--- src/rtl/catraca_pkg.sv ---
// catraca_pkg: shared types and constants for the two-reader turnstile
// controller.
//   state_t          controller states (locked, open, releasing)
//   *_DEF            default parameter values for the top and its counters
//   READER1/READER2  reader index constants
//   reader_onehot    maps a reader index to its one-hot grant code
package catraca_pkg;

  localparam int MAX_CREDIT_DEF  = 5;
  localparam int CREDIT_W_DEF    = 3;
  localparam int OPEN_CYCLES_DEF = 4;

  localparam logic READER1 = 1'b0;
  localparam logic READER2 = 1'b1;

  typedef enum logic [1:0] {
    ST_LOCKED  = 2'd0,
    ST_OPEN    = 2'd1,
    ST_RELEASE = 2'd2
  } state_t;

  function automatic logic [1:0] reader_onehot(input logic idx);
    reader_onehot = idx ? 2'b10 : 2'b01;
  endfunction

endpackage

--- src/rtl/catraca_arbiter_credit_counter.sv ---
// credit_counter: the saturating credit balance of one card reader.
//   clk_2, reset  clock and asynchronous active-high reset
//   load          credits to add; only the cycle it leaves 00 counts
//   debit         remove one credit (passage granted)
//   refund        return one credit (passage timed out)
//   credit        registered balance
//   zero          balance is empty
module credit_counter
  import catraca_pkg::*;
#(
  parameter int MAX_CREDIT = MAX_CREDIT_DEF,
  parameter int CREDIT_W   = CREDIT_W_DEF
) (
  input  logic                clk_2,
  input  logic                reset,
  input  logic [1:0]          load,
  input  logic                debit,
  input  logic                refund,
  output logic [CREDIT_W-1:0] credit,
  output logic                zero
);

  // Two spare bits so credit + 3 + 1 can never wrap before saturation.
  localparam int SUM_W = CREDIT_W + 2;

  logic [1:0]          load_prev_r;
  logic [1:0]          load_add_s;
  logic [SUM_W-1:0]    sum_s;
  logic [CREDIT_W-1:0] credit_next_s;
  logic [CREDIT_W-1:0] credit_r;

  // Load edge detect: a held switch value adds credits only once.
  always_comb begin
    load_add_s = 2'b00;
    if (load_prev_r == 2'b00) begin
      load_add_s = load;
    end else begin
      load_add_s = 2'b00;
    end
  end

  // Next balance; the arbiter only debits a non-empty balance, so the
  // subtraction cannot underflow.
  always_comb begin
    sum_s = SUM_W'(credit_r) + SUM_W'(load_add_s) + SUM_W'(refund) - SUM_W'(debit);
    credit_next_s = credit_r;
    if (sum_s > SUM_W'(MAX_CREDIT)) begin
      credit_next_s = CREDIT_W'(MAX_CREDIT);
    end else begin
      credit_next_s = sum_s[CREDIT_W-1:0];
    end
  end

  // Balance and load-history registers.
  always_ff @(posedge clk_2 or posedge reset) begin
    if (reset) begin
      credit_r    <= {CREDIT_W{1'b0}};
      load_prev_r <= 2'b00;
    end else begin
      credit_r    <= credit_next_s;
      load_prev_r <= load;
    end
  end

  assign credit = credit_r;
  assign zero   = (credit_r == {CREDIT_W{1'b0}});

endmodule

--- src/rtl/catraca_arbiter.sv ---
// catraca_arbiter: shares one turnstile between two card readers.
// Simultaneous requests are served round-robin, each passage costs one
// credit, and a passage that times out without rotation is refunded.
//   clk_2, reset      clock and asynchronous active-high reset
//   pass_req[1:0]     level requests (bit0 reader 1, bit1 reader 2)
//   load1, load2      credits to add (counted once per 00->nonzero edge)
//   passed            turnstile rotation sensor
//   unlock            turnstile released (registered)
//   grant[1:0]        one-hot granted reader, 00 when idle (registered)
//   denied            a requester has no credit while locked
//   credit1, credit2  balances (registered)
//   disp_value        balance to show on the display
module catraca_arbiter
  import catraca_pkg::*;
#(
  parameter int MAX_CREDIT  = MAX_CREDIT_DEF,
  parameter int CREDIT_W    = CREDIT_W_DEF,
  parameter int OPEN_CYCLES = OPEN_CYCLES_DEF
) (
  input  logic                clk_2,
  input  logic                reset,
  input  logic [1:0]          pass_req,
  input  logic [1:0]          load1,
  input  logic [1:0]          load2,
  input  logic                passed,
  output logic                unlock,
  output logic [1:0]          grant,
  output logic                denied,
  output logic [CREDIT_W-1:0] credit1,
  output logic [CREDIT_W-1:0] credit2,
  output logic [CREDIT_W-1:0] disp_value
);

  localparam int TIMER_W = (OPEN_CYCLES > 1) ? $clog2(OPEN_CYCLES) : 1;

  state_t              state_r, state_n_s;
  logic                rr_r, rr_n_s;
  logic [TIMER_W-1:0]  timer_r, timer_n_s;
  logic [1:0]          grant_r, grant_n_s;
  logic                unlock_r, unlock_n_s;
  logic [1:0]          debit_s, refund_s, zero_s, eligible_s;
  logic                pick_s;
  logic [CREDIT_W-1:0] credit1_s, credit2_s;

  credit_counter #(.MAX_CREDIT(MAX_CREDIT), .CREDIT_W(CREDIT_W)) u_credit1 (
    .clk_2  (clk_2),
    .reset  (reset),
    .load   (load1),
    .debit  (debit_s[0]),
    .refund (refund_s[0]),
    .credit (credit1_s),
    .zero   (zero_s[0])
  );

  credit_counter #(.MAX_CREDIT(MAX_CREDIT), .CREDIT_W(CREDIT_W)) u_credit2 (
    .clk_2  (clk_2),
    .reset  (reset),
    .load   (load2),
    .debit  (debit_s[1]),
    .refund (refund_s[1]),
    .credit (credit2_s),
    .zero   (zero_s[1])
  );

  assign eligible_s = pass_req & ~zero_s;

  // Next-state logic: arbitration, open-window timer, release wait.
  always_comb begin
    state_n_s  = state_r;
    rr_n_s     = rr_r;
    timer_n_s  = timer_r;
    grant_n_s  = grant_r;
    unlock_n_s = unlock_r;
    debit_s    = 2'b00;
    refund_s   = 2'b00;
    pick_s     = READER1;
    case (state_r)
      ST_LOCKED: begin
        if (eligible_s != 2'b00) begin
          if (eligible_s == 2'b11) begin
            pick_s = rr_r;
          end else if (eligible_s[1]) begin
            pick_s = READER2;
          end else begin
            pick_s = READER1;
          end
          grant_n_s  = reader_onehot(pick_s);
          debit_s    = reader_onehot(pick_s);
          unlock_n_s = 1'b1;
          timer_n_s  = {TIMER_W{1'b0}};
          rr_n_s     = ~pick_s;
          state_n_s  = ST_OPEN;
        end else begin
          grant_n_s  = 2'b00;
          unlock_n_s = 1'b0;
        end
      end
      ST_OPEN: begin
        if (passed) begin
          // Rotation wins over a simultaneous timeout: no refund.
          unlock_n_s = 1'b0;
          state_n_s  = ST_RELEASE;
        end else if (timer_r == TIMER_W'(OPEN_CYCLES - 1)) begin
          unlock_n_s = 1'b0;
          refund_s   = grant_r;
          state_n_s  = ST_RELEASE;
        end else begin
          timer_n_s = timer_r + TIMER_W'(1);
        end
      end
      ST_RELEASE: begin
        // Hold until the granted reader lets go, so one press is one passage.
        if ((pass_req & grant_r) == 2'b00) begin
          grant_n_s = 2'b00;
          state_n_s = ST_LOCKED;
        end else begin
          state_n_s = ST_RELEASE;
        end
      end
      default: begin
        grant_n_s  = 2'b00;
        unlock_n_s = 1'b0;
        state_n_s  = ST_LOCKED;
      end
    endcase
  end

  // Controller state and output registers.
  always_ff @(posedge clk_2 or posedge reset) begin
    if (reset) begin
      state_r  <= ST_LOCKED;
      rr_r     <= READER1;
      timer_r  <= {TIMER_W{1'b0}};
      grant_r  <= 2'b00;
      unlock_r <= 1'b0;
    end else begin
      state_r  <= state_n_s;
      rr_r     <= rr_n_s;
      timer_r  <= timer_n_s;
      grant_r  <= grant_n_s;
      unlock_r <= unlock_n_s;
    end
  end

  // Display selection: granted reader first, then whoever is pressing.
  always_comb begin
    disp_value = credit1_s;
    if (grant_r == 2'b01) begin
      disp_value = credit1_s;
    end else if (grant_r == 2'b10) begin
      disp_value = credit2_s;
    end else if (pass_req[0]) begin
      disp_value = credit1_s;
    end else if (pass_req[1]) begin
      disp_value = credit2_s;
    end else begin
      disp_value = credit1_s;
    end
  end

  assign denied  = (state_r == ST_LOCKED) && ((pass_req & zero_s) != 2'b00)
                   && (eligible_s == 2'b00);
  assign unlock  = unlock_r;
  assign grant   = grant_r;
  assign credit1 = credit1_s;
  assign credit2 = credit2_s;

endmodule
--- config.mk ---
export PLATFORM = sky130hd
export DESIGN_NAME = catraca_arbiter
export DESIGN_NICKNAME = d
export VERILOG_FILES = /design/src/rtl/catraca_pkg.sv /design/src/rtl/catraca_arbiter_credit_counter.sv /design/src/rtl/catraca_arbiter.sv
export SDC_FILE = /design/constraint.sdc
export NUM_CORES = 1
export LEC_CHECK = 0
export CAP_MARGIN = 20
export CORE_UTILIZATION = 65
export CTS_BUF_LIST = sky130_fd_sc_hd__clkbuf_4
export DETAILED_ROUTE_END_ITERATION = 8
export DONT_BUFFER_PORTS = 1
export MAX_ROUTING_LAYER = met4
export PLACE_DENSITY_LB_ADDON = 0.25
export SLEW_MARGIN = 20
export SYNTH_ARGS = -nofsm -noshare
export SYNTH_HDL_FRONTEND = slang
export SYNTH_SLANG_ARGS = --single-unit
--- constraint.sdc ---
create_clock -name clk_2 -period 8.39 [get_ports clk_2]
set_input_delay 1.2585 -clock clk_2 [delete_from_list [all_inputs] [get_ports clk_2]]
set_output_delay 1.2585 -clock clk_2 [all_outputs]
set_load 0.05 [all_outputs]
# Yosys cells after proc, flatten, opt, wreduce, memory -nomap -nowiden
# Index checks and enable logic that the tools add are counted.
# word_totals
romBits	0
n_memories	0
latchBits	0
mem_bits_rw	0
register_bits	18
input_bits	9
# op_classes
add_sub_neg	7
magnitude_cmp	2
n_mux	33
bitwise_logic	7
eq_ne	11
div_mod_pow	0
reduce_logical	17
n_mul	0
shift	0
# op_table
operator	n
$mux W2	16
$mux W3	6
$pmux W2 S3	2
$add A5 B1 Y5	2
$gt A5 B3 Y1 const B	2
$logic_not A2 Y1	5
$sub A5 B1 Y5	2
$add A3 B2 Y4	2
$eq A2 B2 Y1 const B	4
$ne A2 B2 Y1 const B	4
$reduce_and A2 Y1	4
$mux W1	7
$and A2 B2 Y2	3
$logic_not A3 Y1	2
$reduce_bool A2 Y1	3
$eq A2 B1 Y1 const B	2
$pmux W2 S2	1
$reduce_and A4 Y1	1
$ne A3 B3 Y1 const B	1
$not A1 Y1	3
$pmux W1 S3	1
$add A2 B1 Y2 const B	1
$logic_and A1 B1 Y1	2
$not A2 Y2	1

# Logic depth before layout (Yosys ltp)
# logic_depth
depth_word	13
ltp_mapped	12
depth_no_buf	12

# By module
# From an unflattened synthesis, not the netlist that was laid out.
# unflattened
hier_cells	133
hier_area_um2	1277.5
# modules_own_cells
mod	cells_each	n_inst	area_each_um2
credit_counter	40	2	385.4
catraca_arbiter	53	1	506.7

# Worst setup path after synthesis
# No wires, ideal clock.
# synth_path
path_kind	in2out
from	in pass_req[1]
to	out disp_value[1]
path_buffers	0
setup_slack_ns	4.545
t_required_ns	7.132
arrival_ns	2.586
path_stages	3
path_cell_list	nor2b_1 > maj3_1 > a21oi_1
# synth_between
elab_chain_len	4
# synth_lines
element	line_no	text
from (decl)	catraca_arbiter.sv:22	input logic [1:0] pass_req,
$mux W3	catraca_arbiter.sv:154	end else if (pass_req[1]) begin
$mux W3	catraca_arbiter.sv:152	end else if (pass_req[0]) begin
$mux W3	catraca_arbiter.sv:150	end else if (grant_r == 2'b10) begin
$mux W3	catraca_arbiter.sv:148	if (grant_r == 2'b01) begin
to (decl)	catraca_arbiter.sv:31	output logic [CREDIT_W-1:0] disp_value
# No other way between the ends.

# Worst setup path after layout
# Ends and elaborated chain as after synthesis.

==> impl_metrics.py <==
metrics = {
    "run_status": {
        "status": "completed",
    },
    "drt": {
        "wl_per_cell_um": 14.7,
        "first_pass_iters": 4,
        "drc": 0,
        "vias": 920,
        "drt-total-wl_um": 2370,
        "antenna_left": 0,
        "drt_iter0_markers": 8,
        "vias_per_cell": 5.71,
    },
    "synthesis": {
        "synth_top_area_share_pct": 35.0,
        "avgSynthCellArea_um2": 9.75,
        "syn-num-nets": 160,
        "synth_top_area_cell": "dfrtp_1",
        "synth-edff-count": 0,
        "synth_area_um2": 1290,
        "synth_ff_type": "dfrtp_1",
        "ys_top_cells_by_area": "dfrtp_1 (35%), ha_1 (15%), fa_1 (6.2%)",
        "yosys_register_bits": 18,
        "syn_inst": 132,
        "ys_seq_area_share_pct": 35.0,
        "ys_types": 30,
        "synth-async-reset-ratio_pct": 100,
        "yosysWarnings": 0,
    },
    "clock_network": {
        "post_cts_buffers": 0,
        "htreeDepth": 1,
        "clk_pin_slew_worst_paths_ns": 0.10,
        "cts_tree": "built",
        "cts_max_path_buffers": 2,
        "clock_sinks": 18,
        "cts_repair_resize_count": 0,
        "holdBufCountCts": 0,
        "cts_root_buf": "clkbuf_4",
        "clk_latency_ns": 0.29,
        "cts_made_buffers": 3,
    },
    "setup_path": {
        "worstSetupStartpointType": "input port",
        "path_class": "input port to output pin",
        "critPathMaxFanout": 6,
        "r2r_setup_slack_ns": 5.07,
        "r2r-end": "u_credit1.credit[0]",
        "crit_chain": "nor2b_1 > maj3_1 > a21oi_1",
        "r2r_start": "u_credit2.credit[2]",
        "required_ns": 7.13,
        "end_kind": "output pin",
        "critPathTopFamily": "compound AO/OA/AOI/OAI gates",
        "arrival_ns": 2.64,
        "cpMaxStageDelayCell": "a21oi_1",
        "r2r_cells": 11,
        "cp_num_buf_inv": 0,
        "critical_path.max_stage_delay_ns": 0.85,
    },
    "timing": {
        "tightest_slew_ns": 1.04,
        "fin_setup_tns_ns": 0,
        "clock-skew-final_ns": 0.000378,
        "hold_ws_ns": 0.501,
        "slew-limit-headroom_pct": 30.7,
        "setup_viol": 0,
        "drv_slew": 0,
        "final.setup.worst_slack_ns": 4.49,
        "max_freq_mhz": 257,
        "hold_viol_final": 0,
        "rsz0062_at_grt": "false",
        "fin_crit_sh_pct": 46.5,
        "finalCriticalPeriod_ns": 3.90,
    },
    "cells_and_area": {
        "antenna_cells": 0,
        "final_cell_area_um2": 1350,
        "stdcell_count": 161,
        "fin_nets": 165,
        "drive_gt1_share_pct": 9.56,
        "area_growth_pct": 4.47,
        "most-common-layout-cells": "inv_1 (20), dfrtp_1 (18), ha_1 (15)",
        "layout_commonest_cell": "inv_1",
    },
    "min_path": {
        "hold_end": "timer_r[0]",
        "hold_depth": 1,
        "hold_path.class": "flop to flop",
        "min_from": "timer_r[0]",
    },
    "floorplan": {
        "core_um2": 1780,
        "die-area_um2": 2160,
        "die_width_um": 46.5,
        "ios": 22,
        "die_h_um": 46.5,
        "rows": 15,
        "start_util_pct": 72.2,
    },
    "grt": {
        "grt_pass1_wl_um": 3970,
        "grt_max_degree": 19,
        "grt_usage_pct": 27.6,
        "grt_pass1_vias": 949,
        "antenna_found_initial": 0,
        "gr-total-overflow": 0,
    },
    "pwr": {
        "pwr_density_cell_nw_per_um2": 353,
        "ir_worst_vdd_mv": 0.224,
        "leakage_nw": 0.667,
    },
    "run": {
        "drv_cap": 0,
    },
    "place": {
        "dpl.cell_count": 157,
        "io_buffer_count": 0,
        "placed_cell_area_um2": 1320,
        "dpl.hpwl_um": 1940,
        "place_worst_setup_slack_ns": 4.49,
        "gp_congestion": 0.826,
    },
}
-- cell usage after synthesis, types with 2 or more instances --
| master | instances |
|---|---|
| a21o_1 | 6 |
| nand3_2 | 2 |
| inv_1 | 20 |
| fa_1 | 4 |
| ha_1 | 15 |
| xor2_1 | 4 |
| nand2_1 | 7 |
| nor4b_1 | 2 |
| mux2_2 | 2 |
| xnor2_1 | 4 |
| and2_1 | 3 |
| a21oi_2 | 2 |
| or3_1 | 2 |
| or4_1 | 2 |
| dfrtp_1 | 18 |
| nand2b_1 | 4 |
| a21oi_1 | 4 |
| o21ai_0 | 5 |
| or3b_2 | 2 |
| nor2_1 | 14 |
-- kinds of logic (layout without fill, tap and decap cells) --
family | after synthesis | after routing | share of synthesized area, %
and+or+nand+nor | 40 | 40 | 17.0
AOI/OAI and AO/OA | 22 | 22 | 11.5
adders and majority gates | 20 | 20 | 21.6
buffers and inverters | 20 | 24 | 5.83
DFF | 18 | 18 | 35.0
xor gates and xnor gates | 8 | 8 | 5.44
muxes | 4 | 4 | 3.69
-- flip-flops by register name, summed over array words and instances, names as in the netlist --
register	count
u_credit2.credit	3
rr_r	1
timer_r	2
u_credit2.load_prev_r	2
unlock	1
u_credit1.load_prev_r	2
state_r	2
u_credit1.credit	3
grant	2
-- stage by stage --
step / util, % / power [mW]
detailed placement: 74.0 / 0.432
global route: 75.4 / 0.515
CTS: 75.4 / 0.477
finish: 75.4 / 0.475
floorplan: - / 0.384
global placement: 74.0 / 0.415
-- worst register-to-register path, stage by stage (launching register included) --
cell	delay [ns]
dfrtp_1	0.62
or3_1	0.51
a31oi_1	0.27
ha_1	0.27
inv_1	0.06
ha_1	0.15
inv_1	0.05
fa_1	0.39
nand2b_1	0.16
a21oi_1	0.15
xor2_1	0.11
or4_1	0.47
-- worst max-delay path by stage --
stage / from / endpoint / slack [ns] / cells after the start
6_report: pass_req[1] / disp_value[1] / 4.49 / 3
5_1_grt: pass_req[1] / disp_value[1] / 4.46 / 3
4_1_cts: pass_req[1] / disp_value[1] / 4.48 / 3
3_5_place_dp: pass_req[1] / disp_value[1] / 4.49 / 3
3_3_place_gp: pass_req[1] / disp_value[1] / 4.49 / 3
2_1_floorplan: pass_req[1] / disp_value[1] / 4.55 / 3
-- metal layers --
metal	vias up	global-route usage, %	part of all wire [%]
met5	-	-	0
met4	0	12.4	0.93
met3	2	6.27	5.8
met2	18	45.3	50
met1	450	31.8	43
li1	450	-	-
-- report_power, final --
part / switching, mW / internal (mW) / leakage, nW / total [mW]
registers: 0.0737 / 0.111 / 0.214 / 0.185
logic: 0.143 / 0.104 / 0.437 / 0.247
clock network: 0.0262 / 0.0173 / 0.0154 / 0.0435
total: 0.243 / 0.232 / 0.667 / 0.475
-- final cells by class --
cell class,instances,area (µm²)
fillers,128,438
inverters,20,75.1
clock inverters,1,3.75
clock buffers,3,22.5
well taps,25,31.3
multi-input cells,94,762
flip-flops and latches,18,450
Power figures use the tool's default switching activity.
